==> config.mk <==
export PLATFORM = sky130hd
export DESIGN_NAME = time_ctrl_unit
export DESIGN_NICKNAME = d
export VERILOG_FILES = /design/src/rtl/time_ctrl_unit.sv
export SDC_FILE = /design/constraint.sdc
export NUM_CORES = 1
export LEC_CHECK = 0
export ABC_AREA = 1
export CAP_MARGIN = 30
export CORE_MARGIN = 1
export CORE_UTILIZATION = 35
export CTS_BUF_LIST = sky130_fd_sc_hd__clkbuf_2
export DETAILED_ROUTE_END_ITERATION = 12
export PLACE_DENSITY = 0.54
export SLEW_MARGIN = 15
export SYNTH_ARGS = -nofsm -noshare
export SYNTH_HDL_FRONTEND = slang
export SYNTH_SLANG_ARGS = --single-unit
==> constraint.sdc <==
create_clock -name clk -period 2 [get_ports clk]
set_input_delay 0.3 -clock clk [delete_from_list [all_inputs] [get_ports clk]]
set_output_delay 0.3 -clock clk [all_outputs]
set_load 0.01 [all_outputs]
==> src/rtl/time_ctrl_unit.sv <==
// Stopwatch/watch controller: base tick divider, stopwatch run/stop/clear FSM,
// watch time-set FSM with blink, and routing of debounced button pulses.
module time_ctrl_unit #(
    parameter int unsigned CLK_FREQ = 100_000_000,
    parameter int unsigned TICK_HZ  = 100,
    parameter int unsigned BLINK_HZ = 2
) (
    input  logic       clk,
    input  logic       rst,
    input  logic       i_btn_mode,
    input  logic       i_btn_run,
    input  logic       i_btn_clr,
    input  logic       i_btn_sel,
    input  logic       i_btn_inc,
    output logic       o_mode,
    output logic       o_sw_tick,
    output logic       o_sw_clear,
    output logic       o_wt_tick,
    output logic [2:0] o_wt_inc,
    output logic [1:0] o_set_field,
    output logic       o_blink
);

    localparam int unsigned DIV  = CLK_FREQ / TICK_HZ;
    localparam int unsigned BDIV = CLK_FREQ / (2 * BLINK_HZ);
    localparam int unsigned DW   = $clog2(DIV);
    localparam int unsigned BW   = $clog2(BDIV + 1);
    localparam logic [DW-1:0] DIV_LAST  = DW'(DIV - 1);
    localparam logic [BW-1:0] BDIV_LAST = BW'(BDIV - 1);

    typedef enum logic [1:0] {
        SwStop  = 2'd0,
        SwRun   = 2'd1,
        SwClear = 2'd2
    } sw_state_e;

    // Encoding doubles as the o_set_field value.
    typedef enum logic [1:0] {
        WtNormal  = 2'd0,
        WtSetHour = 2'd1,
        WtSetMin  = 2'd2,
        WtSetSec  = 2'd3
    } wt_state_e;

    logic [DW-1:0] div_cnt;
    logic          base_tick;
    logic          mode_q;
    sw_state_e     sw_state;
    wt_state_e     wt_state;
    wt_state_e     wt_next_sel;
    logic [BW-1:0] blink_cnt;
    logic          blink_q;
    logic [2:0]    inc_q;
    logic          sw_run, sw_clr, wt_sel, wt_inc;

    // A mode press swallows every other button in the same cycle.
    always_comb begin
        sw_run      = !i_btn_mode && !mode_q && i_btn_run;
        sw_clr      = !i_btn_mode && !mode_q && i_btn_clr && !i_btn_run;
        wt_sel      = !i_btn_mode && mode_q && i_btn_sel;
        wt_inc      = !i_btn_mode && mode_q && i_btn_inc && !i_btn_sel;
        wt_next_sel = wt_state_e'(wt_state + 2'd1);
    end

    always_ff @(posedge clk or posedge rst) begin
        if (rst) begin
            div_cnt   <= '0;
            base_tick <= 1'b0;
        end else begin
            base_tick <= (div_cnt == DIV_LAST);
            div_cnt   <= (div_cnt == DIV_LAST) ? '0 : div_cnt + 1'b1;
        end
    end

    always_ff @(posedge clk or posedge rst) begin
        if (rst) begin
            mode_q <= 1'b0;
        end else if (i_btn_mode) begin
            mode_q <= !mode_q;
        end
    end

    // Stopwatch state survives mode changes so it keeps running in the background.
    always_ff @(posedge clk or posedge rst) begin
        if (rst) begin
            sw_state <= SwStop;
        end else begin
            unique case (sw_state)
                SwStop: begin
                    if (sw_run) begin
                        sw_state <= SwRun;
                    end else if (sw_clr) begin
                        sw_state <= SwClear;
                    end
                end
                SwRun: begin
                    if (sw_run) begin
                        sw_state <= SwStop;
                    end
                end
                SwClear: sw_state <= SwStop;
                default: sw_state <= SwStop;
            endcase
        end
    end

    always_ff @(posedge clk or posedge rst) begin
        if (rst) begin
            wt_state  <= WtNormal;
            blink_cnt <= '0;
            blink_q   <= 1'b0;
            inc_q     <= 3'b000;
        end else begin
            inc_q <= 3'b000;
            if (i_btn_mode) begin
                wt_state  <= WtNormal;
                blink_cnt <= '0;
                blink_q   <= 1'b0;
            end else if (wt_sel) begin
                wt_state  <= wt_next_sel;
                blink_cnt <= '0;
                blink_q   <= (wt_next_sel != WtNormal);
            end else if (wt_state != WtNormal) begin
                if (blink_cnt == BDIV_LAST) begin
                    blink_cnt <= '0;
                    blink_q   <= !blink_q;
                end else begin
                    blink_cnt <= blink_cnt + 1'b1;
                end
                if (wt_inc) begin
                    unique case (wt_state)
                        WtSetHour: inc_q <= 3'b100;
                        WtSetMin:  inc_q <= 3'b010;
                        WtSetSec:  inc_q <= 3'b001;
                        default:   inc_q <= 3'b000;
                    endcase
                end
            end
        end
    end

    always_comb begin
        o_mode      = mode_q;
        o_sw_tick   = base_tick & (sw_state == SwRun);
        o_wt_tick   = base_tick & (wt_state == WtNormal);
        o_sw_clear  = (sw_state == SwClear);
        o_wt_inc    = inc_q;
        o_set_field = wt_state;
        o_blink     = blink_q;
    end

endmodule

==> summary.txt <==
Global route
  • Vias in the first global route: 2,674
  • Gr usage total: 15.9%
  • Largest net degree at the start of global routing: 43
  • First-pass GRT wire length: 12,400 um
  • GRT Residual Overflow: 0
  • Antenna violations before repair: 0

Clocking
  • Worst-skew pair later-pin latency: 0.44 ns
  • Worst-case clock buffer depth: 2
  • Clock transition at path regs: 0.28 ns
  • H-tree depth: 2
  • Sink Count: 55
  • CTS tree: built
  • Clk root buf: clkbuf_2
  • CTS Buf Count: 5

Critical path
  • CP max FO: 6
  • CP required: 1.70 ns
  • Worst EP arrival: 1.57 ns
  • Crit path launch type: flop
  • Kind of critical path: reg -> out
  • CP Capture Type: output port

Synth
  • Mux cell area share after synthesis: 0%
  • Primary FF master, synth: dfrtp_1
  • Post-Synth Adder-Cell Area: 2.67%
  • Count leader, synth: nand2_1
  • Synthesized net count: 450
  • Post-synth top area cell: dfrtp_1
  • Largest family of logic cells by synthesized area: simple AND/OR/NAND/NOR gates
  • Post-Synth XOR/XNOR Area: 5.87%
  • Compound-Gate Fraction of Synth Area: 2.36%
  • Synth top area share: 41.9%
  • Distinct cells, synth: 32
  • EDFF count, synth: 0
  • Cell Area, Synth: 3280 um2
  • Cells after synthesis: 436
  • YS warnings: 0
  • Post-synthesis async set-or-reset flop share: 100%
  • Avg Inst Size Synth: 7.53 um2
  • Simple-Gate Fraction of Synth Area: 39.5%
  • Top cells by area, synth: dfrtp_1 42%, nand2_1 13%, nor2_1 8.9%
  • Register area share after synthesis: 41.9%
  • Synthesized flop and latch total: 55
  • Synth cell count leaders: 111 x nand2_1, 78 x nor2_1, 59 x inv_1

Timing
  • Fin. Hold Viols: 0
  • Tcrit/Tclk final: 93.5%
  • Fin. max-slew vios: 0
  • Setup TNS: 0 ns
  • Slew HR: 75.4%
  • Tmin final: 1.87 ns
  • Slew @ Worst Pin: 0.367 ns
  • # setup viols final: 0
  • Fmax: 535 MHz
  • Worst Skew: 0.0105 ns
  • RSZ-0062 raised after global routing: no

Final layout
  • Register Area: 1380 um2
  • Layout cells sized above 1: 11.0%
  • Final nets: 477
  • # fillers: 884
  • Antenna diodes: 0
  • Fin cells: 572
  • Multi-input gate area: 1670 um2
  • Area Overhead vs Synth: 13.4%

Floorplanning
  • DIE HEIGHT: 98.9 um
  • Initial Util: 36.9%
  • Die width: 98.9 um
  • Core Region: 8890 um2
  • Die footprint: 9780 um2
  • Standard-cell row count: 34
  • IO Pins: 17

Place
  • IO buf count: 16
  • Cells after DPL: 562
  • GPL Wtd Cong: 0.835
  • DP HPWL: 5190 um

Route
  • Vias per inst: 4.71
  • Drt wl/cell: 12.0 um
  • Number of vias in the routed layout: 2,694
  • Antenna-violating nets left: 0
  • First-pass DRT Iterations: 5
  • WL final: 6840 um
  • Iteration-0 DRC Markers: 102
  • DRC: 0

Hold path
  • Worst hold path type: in -> async

Flow run
  • Max-cap viol count: 0

Pwr
  • Leak: 0.00176 uW
  • P per Cell Area: 631 nW/um2
  • Max VDD drop: 0.409 mV

Run status
  • Status: finished, final reports clean
==> critical path, stage by stage (launching register included) <==
cell and delay (ns):
dfrtp_1 0.43, buf_4 0.15, clkdlybuf4s50_1 0.54
==> kinds of logic (layout without fill, tap and decap cells) <==
logic type | after synthesis | count (layout)
AO/OA/AOI/OAI | 13 | 13
XOR/XNOR | 22 | 22
AND/OR/NAND/NOR | 276 | 276
buffers and inverters | 63 | 91
flip-flops | 55 | 55
adder cells (fa/ha/maj) | 7 | 7
==> cell type report <==
cell class,instances,area share (%)
Sequential cell,55,37.0
Inverter,60,6.05
Clock buffer,6,0.806
Timing Repair Buffer,23,6.15
Clock inverter,2,1.61
Tap cell,108,3.63
Multi-Input combinational cell,318,44.8
==> final timing paths <==
check	cells after the start	to	slack, ns	from
min reg2reg	2	sw_state[1]	0.54	sw_state[1]
min	2	div_cnt[4]	0.08	rst
max in group asynchronous	3	div_cnt[18]	1.40	rst
max	2	o_set_field[0]	0.13	o_set_field[0]
max reg2reg	9	o_blink	0.22	blink_cnt[1]
min in group clk	3	sw_state[1]	0.35	i_btn_clr
==> flip-flops by register name, summed over array words and instances (netlist names) <==
name         cells
o_mode           1
base_tick        1
sw_state         2
div_cnt         20
o_set_field      2
o_blink          1
o_wt_inc         3
blink_cnt       25
==> report_power, final <==
group / internal [uW] / switching, uW / total, uW
Sequential: 1160 / 45.6 / 1210
Combinational: 184 / 259 / 443
Clock: 341 / 361 / 702
Total: 1690 / 665 / 2350
==> per-stage QoR <==
step	total power [uW]	setup slack [ns]	utilization, %	hold WS [ns]	instance area [um2]
2_1_floorplan	1480	0.357	-	0.387	3280
3_3_place_gp	1640	0.146	40.5	0.505	3600
3_5_place_dp	1650	0.129	40.5	0.507	3600
4_1_cts	2380	0.00172	41.7	0.0565	3710
5_1_grt	2490	0.0260	41.9	0.0639	3720
6_report	2350	0.129	41.9	0.0819	3720
==> what timing repair did <==
action                     4_1_cts  5_1_grt
setup buffers                    1        1
setup endpoints to repair        1        2
hold endpoints to repair         0        0
hold buffers                     0        0
gates resized for setup          5        2
cloned                           0        0
==> layout by cell type (no fill, tap or decap), types with 3 or more instances in the layout <==
cell	instances
o21ai_0	8
clkbuf_2	6
inv_2	4
nor3b_1	3
nand4_1	14
nor2_1	78
nand3_2	3
nor2_4	5
clkdlybuf4s50_1	13
nand3_1	29
nand2_2	6
inv_1	56
ha_1	6
xor2_1	20
nor3_1	6
buf_4	6
nor2_2	9
nand3b_1	3
nand2_1	111
dfrtp_1	55
==> layer usage <==
metal | track usage, % | wire length (um) | part of all wire (%) | vias up
li1 | - | - | - | 1402
met1 | 21.8 | 3460 | 51 | 1236
met2 | 25.9 | 3060 | 45 | 51
met3 | 2.70 | 240 | 3.5 | 5
met4 | 4.48 | 76 | 1.1 | 0
met5 | 0 | 0 | 0 | -
Note: power is estimated with default switching activity, not from simulation.
